`config.mk`:
```
export PLATFORM = sky130hd
export DESIGN_NAME = sat_counter
export DESIGN_NICKNAME = d
export VERILOG_FILES = /design/src/rtl/sat_counter.sv
export SDC_FILE = /design/constraint.sdc
export NUM_CORES = 1
export LEC_CHECK = 0
export ABC_AREA = 1
export BUFFER_PORTS_ARGS = -buffer_cell sky130_fd_sc_hd__buf_4
export CORE_ASPECT_RATIO = 0.5
export CORE_MARGIN = 3
export CORE_UTILIZATION = 25
export CTS_CLUSTER_SIZE = 40
export DETAILED_ROUTE_END_ITERATION = 7
export SLEW_MARGIN = 0
export SYNTH_ARGS = -nofsm -noshare
export SYNTH_HDL_FRONTEND = slang
export SYNTH_SLANG_ARGS = --single-unit
```
`constraint.sdc`:
```
create_clock -name clk -period 1.37 [get_ports clk]
set_input_delay 0.137 -clock clk [delete_from_list [all_inputs] [get_ports clk]]
set_output_delay 0.137 -clock clk [all_outputs]
set_load 0.02 [all_outputs]
```
`src/rtl/sat_counter.sv`:
```
// Up-counter that sticks at all-ones instead of wrapping.
module sat_counter #(
    parameter int CNT_W = 16
) (
    input  logic             clk,
    input  logic             rst_n,
    input  logic             clr,
    input  logic             inc,
    output logic [CNT_W-1:0] value
);

    always_ff @(posedge clk) begin
        if (!rst_n) begin
            value <= '0;
        end else if (clr) begin
            value <= '0;
        end else if (inc && (value != '1)) begin
            value <= value + 1'b1;
        end
    end

endmodule

```
==> metrics list, run 1 <==
- For the pin with the worst max-slew slack, the measured transition is 216 ps.
- Net switching is 22.0% of the power.
- The min-delay analysis places its worst path in the category in2reg.
- Relative slew slack: 85.5%
- The number of antenna violations at the first check in global routing was 0.
- Hold timing on the final database bottoms out at a slack of 241 ps.
- Counting distinct cell types in the post-synthesis netlist gives 14.
- Combined area of all synthesized cells: 911 um2
- Row generation in the floorplan step produced 14 rows.
- Leakage power: 0.500 nW
* Number of nets in the layout: 192
- The first global-routing pass estimated 3.87 mm of wire.
* Cells after synthesis: 153
- Count of endpoints failing hold in the final timing report: 0
- Dividing total power by cell area gives a power density of 699 nW/um2.
- After clock tree synthesis, the clock-pin slew on the worst setup and hold paths is 70 ps.
- For this run, global-route usage on met2 was measured as 16.0%.
- Part of the power in the clock network: 45.2%
- The synthesized design devotes to its leading area cell type 35.2% of total area.
- Die boundary height: 48.7 um
- Delay of the slowest critical-path stage: 380 ps
* Worst setup skew after layout: 5.95 ps
- For this configuration, the core starts out at a cell density of 28.1%.
* Placed wire-length estimate after detailed placement: 1.83 mm
- The number of pins exceeding their max-slew limit in the final report came to 0.
- Clock latency on the worst-skew pair, taken at its later pin, is 260 ps.
* Reg power frac: 49.0%
- A synthesized cell averages 5.95 um2.
- Routability-driven placement finished with a final weighted congestion of 0.828.
- Worst-path cell chain: nand2_2, nor2_2, nand4_1, buf_6, buf_6, a21oi_1, nor2_1
- Most flop-heavy register: value
- Crit path time final: 1330 ps
* Family of cells with the greatest summed delay on the critical path: simple AND/OR/NAND/NOR gates
* Smallest setup slack after layout: 42.2 ps
- Remaining antenna violation count after routing: 0
- The cell that appears most often on the critical path is buf_6.
- Internal power comes to 744 uW.
- The post-route netlist has 39.8% of its cells at a drive strength greater than 1.
- The layer flagged by global routing as most heavily used is met2.
- Worst-case clock buffer depth: 2
- Sequential fraction of the synthesis area: 35.2%
- Global Route met1 Usage: 14.7%
- The critical path in this run is classified as reg2reg.
- After synthesis, the cell types taking the most area are dfxtp_1 35%, nor2_1 17%, nand2_1 16%.
* Result of the run: finished, final reports clean
* Detail-routed net length per standard cell: 11.3 um
- The worst setup path is launched from a flip-flop.
- Pin placement for this block handled 20 I/O pins.
* Placed instance area: 1180 um2
* Final setup violation count: 0
* Number of storage elements in the synthesis netlist: 16
- Of all cell types, the one taking the most synthesized area is dfxtp_1.
- The floorplan step set the die width to 91.4 um.
- Global routing finished with a remaining overflow of 0.
* CP required: 1520 ps
- Critical Path Sink Type: flip-flop
- The Yosys step of the flow raised 0 warnings.
* Port Buf Inserts: 19
- After clock tree synthesis, the flow added hold-fix buffers numbering 0.
* Die Area: 4450 um2
- Final standard cell area without fillers: 1370 um2
- Vias post-DR: 1076
- Synthesized Nets: 158
- For this block, the routed nets add up to 2.65 mm of wire.
- The floorplan step defined a core boundary enclosing 3240 um2.
- Antenna Diode Count: 0
- The largest registers in the layout are value x16.
* Part of the power in combinational logic: 5.8%
- CTS H-tree depth: 1
- The via count of the first global-routing pass was 866.
- In this run, the number of DRC markers left after iteration 0 of detailed routing was 53.
- Data arrives at the worst endpoint at 1480 ps.
- Of the available clock period, the critical path in the final layout requires 96.9%.
- Area growth from synthesis to layout: 49.9%
- Maximum number of pins on one net before global-route repair: 16
- Max reg flops: 16
* Worst VDD drop: 0.270 mV
* Clock tree from TritonCTS: yes
* Post-detailed-route via-to-cell ratio: 4.60
- The layout has 344 filler cells.
- Reported net switching power: 210 uW
* Cell with the biggest individual delay on the critical path: dfxtp_2
- Along the worst path, the maximum fanout reaches 6.
- Number of buffers and inverters on the critical path: 2
* Overall routing resource usage: 10.7%
- Setup repair after global routing could not meet its margin everywhere.
* Cell at the root of the clock tree: clkbuf_8
* Detailed-route DRC error count: 0
- CTS Sinks: 16
* Power Total: 954 uW
* Max Cap Violations: 0
- In this run, CTS created clock tree buffers numbering 3.
* Max Fclk: 0.753 GHz
- For met3 alone, demand over resource in global routing was 3.87%.
- Pre-CTS worst setup slack: -14.1 ps
* Pre-Repair DR Iteration Count: 4
routing by layer:
metal / share of wire [%] / wire [um]
met3: 7.7 / 204
met1: 47 / 1260
met2: 43 / 1150
met5: 0 / 0
met4: 1.6 / 43
cell usage in the layout, fill, tap and decap left out, types with 5 or more instances in the layout:
master   count
inv_1        9
nor2_2      10
buf_4       27
a21oi_1     10
nand3_1     11
buf_6        5
dfxtp_2     11
nand2_1     37
nor2_1      33
cell usage after synthesis:
cell type	count
a21oi_1	12
buf_2	3
dfxtp_1	16
ha_1	1
inv_1	12
nand2_1	40
nand2_2	1
nand3_1	13
nand3b_1	2
nand4_1	4
nor2_1	42
nor2_2	3
o21ai_0	3
o21ai_1	1
repair_timing:
item | 4_1_cts | 5_1_grt
gates cloned | 0 | 2
setup endpoints to repair | 1 | 16
pin swaps | 0 | 8
resized for setup | 2 | 42
buffers inserted | 0 | 1
power by group through the flow:
stage | sequential (mW) | combinational [mW] | clock (mW)
global placement | 0.480 | 0.0520 | 0
detailed placement | 0.481 | 0.0528 | 0
global route | 0.468 | 0.0623 | 0.454
CTS | 0.470 | 0.0533 | 0.436
floorplan | 0.485 | 0.0240 | 0
finish | 0.467 | 0.0557 | 0.431
cells by family after synthesis:
| kind of cell | Yosys count | synth area share, % |
|---|---|---|
| simple gates | 105 | 48.1 |
| compound gates | 16 | 8.79 |
| flops | 16 | 35.2 |
| buf+inv | 15 | 6.59 |
| fa+ha+maj | 1 | 1.37 |
worst min-delay path: cells and delay by family:
family | cells | cell delay [ps]
AO/OA/AOI/OAI | 2 | 130
buffers and inverters | 1 | 120
AND/OR/NAND/NOR | 1 | 60
metrics by stage:
step	std cells	util (%)	setup TNS [ps]
after floorplan	153	-	0
after global placement	227	36.3	0
after detailed placement	227	36.3	-14.1
after CTS	231	38.1	0
after global routing	234	42.1	-373
final	234	42.1	0
area by class of cell:
cell class / count / area [um2] / area share, %
multi-input cells: 122 / 604 / 44.3
flip-flops and latches: 16 / 342 / 25.0
repair buffers: 32 / 259 / 19.0
well taps: 48 / 60.1 / 4.40
clock buffers: 4 / 55.1 / 4.03
inverters: 12 / 45.0 / 3.30
path summary, 6_finish.rpt:
path               endpoint     start  slack, ps  cells after the start
setup / recovery   value[7]  value[7]         40                      7
hold / removal    value[11]       inc        240                      4
setup reg to reg   value[7]  value[7]         40                      7
hold reg to reg    value[9]  value[9]        500                      2
(Power assumes the default switching activity.)
==> run 2, diff against run 1 <==
- CTS_BUF_LIST: default -> sky130_fd_sc_hd__clkbuf_4
==> run 2 against run 1 <==
Compared with the run above:
- the run now ends with negative setup slack left
- clock skew up 4.7 ps
- largest power group unchanged
- cell count rose by 0.43%
- highest routed layer unchanged
- critical path type unchanged
- sequential share of layout area up 0.16 points
- clock power fell by 37%
==> metrics list, run 2 (same netlist as run 1, synthesis figures left out) <==
- The flow ran to the end, but the final reports show violations.
- Violated checks: negative setup slack
- Most flop-heavy register: value
* CTS Sinks: 16 (unchanged)
- The combined global-route utilization of all metal layers came to 10.9% (+0.23 points).
- Setup repair after global routing could not meet its margin everywhere.
* Relative slew slack: 83.2% (-2.3 points)
- The total CTS buffers came to 3 (unchanged).
* Area of the core region: 3240 um2 (unchanged)
* Post-detailed-route via-to-cell ratio: 4.63 (+0.68%)
- The number of top-level pins is 20 (unchanged).
* Worst r2r path cells: 9 (+2)
- Later-pin clock latency in the skew report: 300 ps (+40 ps)
* Reg-to-reg endpoint: value[1]
* Power Total: 794 uW (-17%)
- Ratio of final minimum period to clock period: 102% (+5.1 points)
- Remaining antenna violation count after routing: 0 (unchanged)
- Smallest setup slack after layout: -27.1 ps (-69.3 ps)
- Detail-routed net length per standard cell: 11.3 um (-0.54%)
- Switching fraction of total power: 25.1% (+3.1 points)
* Antenna Diode Count: 0 (unchanged)
- Actual slew at the worst max-slew pin: 251 ps (+35.2 ps)
* Clock tree from TritonCTS: yes
- Count of endpoints failing hold in the final timing report: 0 (unchanged)
- Area growth from synthesis to layout: 47.8%
- The fraction of layout instances using a drive strength above 1 was 38.5% (-1.3 points).
- Most frequent standard cell in the layout excluding fill and tap cells: nand2_1
- The register-to-register setup slack is -30 ps (-70 ps).
* Leakage power: 0.496 nW (-0.79%)
- The starting density of the core was 28.1% (unchanged).
- For hold timing, the worst endpoint is value[11].
- Pint: 595 uW (-20%)
* Largest registers: value x16
* Critical path fanouts, max: 3 (-3)
* Pre-Repair DR Iteration Count: 4 (unchanged)
- Most frequent cells in the layout: 37 x nand2_1, 35 x nor2_1, 28 x buf_4, 11 x inv_1, 11 x nand3_1
* Number of antenna violations at the first check in global routing: 0 (unchanged)
- Floorplan die width: 91.4 um (unchanged)
* Vias post-DR: 1088 (+1.1%)
- The startpoint identified for the worst register-to-register timing path is value[1].
- Via count of the first global-routing pass: 871 (+0.58%)
- The data arrival time of the critical path came to 1590 ps (+110 ps).
- Startpoint of the tightest hold check path: inc
- The overflow left after global routing was 0 (unchanged).
- Part of the power in the clock network: 34.1% (-11 points)
- Port Buf Inserts: 19 (unchanged)
- The number of pins exceeding their max-slew limit in the final report was 0 (unchanged).
* CP required: 1560 ps (+40 ps)
- Die Area: 4450 um2 (unchanged)
- Final setup violation count: 1 (+1)
- Gpl congestion: 0.828 (unchanged)
- Kind of start point of the critical path: flip-flop
- The detailed-route DRC error count was 0 (unchanged).
- The pin count of the biggest net entering global routing was 16 (unchanged).
- Worst hold path stage count: 4 (unchanged)
* Cell at the root of the clock tree: clkbuf_4
* P per Cell Area: 590 nW/um2 (-16%)
* Max reg flops: 16 (unchanged)
- The combinational share of power came to 7.1% (+1.3 points).
- The initial DRC count is 52 (-1.9%).
* Reg power frac: 58.8% (+9.8 points)
* Placed wire-length estimate after detailed placement: 1.83 mm (unchanged)
- Reported net switching power: 199 uW (-5.2%)
- Pre-CTS worst setup slack: -14.1 ps (unchanged)
* First-pass GRT wire length: 3.91 mm (+1.1%)
* Worst setup skew after layout: 10.7 ps (+4.70 ps)
* CTS H-tree depth: 1 (unchanged)
* Number of nets in the layout: 193 (+0.52%)
- The maximum buffer depth of the clock tree was 2 (unchanged).
- CTS clk-pin slew, worst paths: 90 ps (+20 ps)
* Die boundary height: 48.7 um (unchanged)
- Max Fclk: 0.716 GHz (-5.0%)
* Max Cap Violations: 0 (unchanged)
- The time the final worst path needs with I/O delays and setup is 1400 ps (+69.3 ps).
- The min-delay analysis places its worst path in the category in2reg.
- Post-Route WL: 2.65 mm (-0.11%)
- STA classifies the critical path endpoint as a flip-flop.
* Worst Hold Slack: 196 ps (-45.0 ps)
- The maximum ir drop on the vdd rail came to 0.193 mV (-29%).
- The critical path in this run is classified as reg2reg.
- The number of placement rows was 14 (unchanged).
-- run 2: cell count changes in the layout (fill, tap and decap cells not counted), moves of 2 or more --
cell and delta:
clkbuf_4 +3, a21oi_1 -4, a21oi_2 +4, clkbuf_8 -4
nor2_1 +2, dfxtp_2 -2, dfxtp_1 +2, inv_2 -2
inv_1 +2
-- run 2: final cells by class --
cell class	instances	area, um2
Inverter	12	45.0
Clock inverter	1	3.75
Fill cell	351	1890
Multi-Input combinational cell	122	609
Timing Repair Buffer	33	267
Clock buffer	3	22.5
Sequential cell	16	339
Tap cell	48	60.1
-- run 2: worst max-delay path by stage --
stage | start | end | slack (ps) | depth (start not counted)
floorplan | value[1] | value[13] | 40 | 7
global placement | value[1] | value[8] | 20 | 10
detailed placement | value[2] | value[8] | -10 | 9
CTS | value[1] | value[8] | 8 | 10
global route | value[1] | value[5] | -100 | 10
finish | value[1] | value[1] | -30 | 9
-- run 2: metrics by stage --
stage / cells / instance area (um2) / TNS [ps] / utilization (%)
after floorplan: 153 / 913 / 0 / -
after global placement: 227 / 1180 / 0 / 36.3
after detailed placement: 227 / 1180 / -14.1 / 36.3
after CTS: 231 / 1210 / 0 / 37.2
after global routing: 235 / 1350 / -948 / 41.5
final: 235 / 1350 / -27.1 / 41.5
-- run 2: layer usage --
metal / part of all wire, % / vias to the layer above / wire (um) / global-route usage, %
met4: 1.4 / 0 / 38 / 3.75
met3: 6.3 / 4 / 166 / 3.87
li1: - / 558 / - / -
met1: 49 / 493 / 1310 / 15.0
met2: 43 / 33 / 1130 / 15.7
met5: 0 / - / 0 / 0
-- run 2: power by group through the flow --
stage          sequential (mW)  clock (mW)  combinational (mW)
3_5_place_dp             0.481           0              0.0528
4_1_cts                  0.470       0.281              0.0532
2_1_floorplan            0.485           0              0.0240
5_1_grt                  0.468       0.294              0.0630
6_report                 0.467       0.271              0.0562
3_3_place_gp             0.480           0              0.0520
-- run 2: what timing repair did --
item	CTS	global route
resized for setup	2	39
setup endpoints to repair	1	16
gates cloned	0	2
pin swaps	0	7
hold buffers	0	0
hold endpoints to repair	0	0
buffers inserted	0	2
-- run 2: critical path, cell delays in order, from the launching register on --
cell and delay [ps]:
dfxtp_4 380, ha_4 150, buf_4 100, nand2_1 40, nor2_1 130, nand2_2 100, nor2_4 160, nor2_2 70
nor2_1 110, nor2_1 60
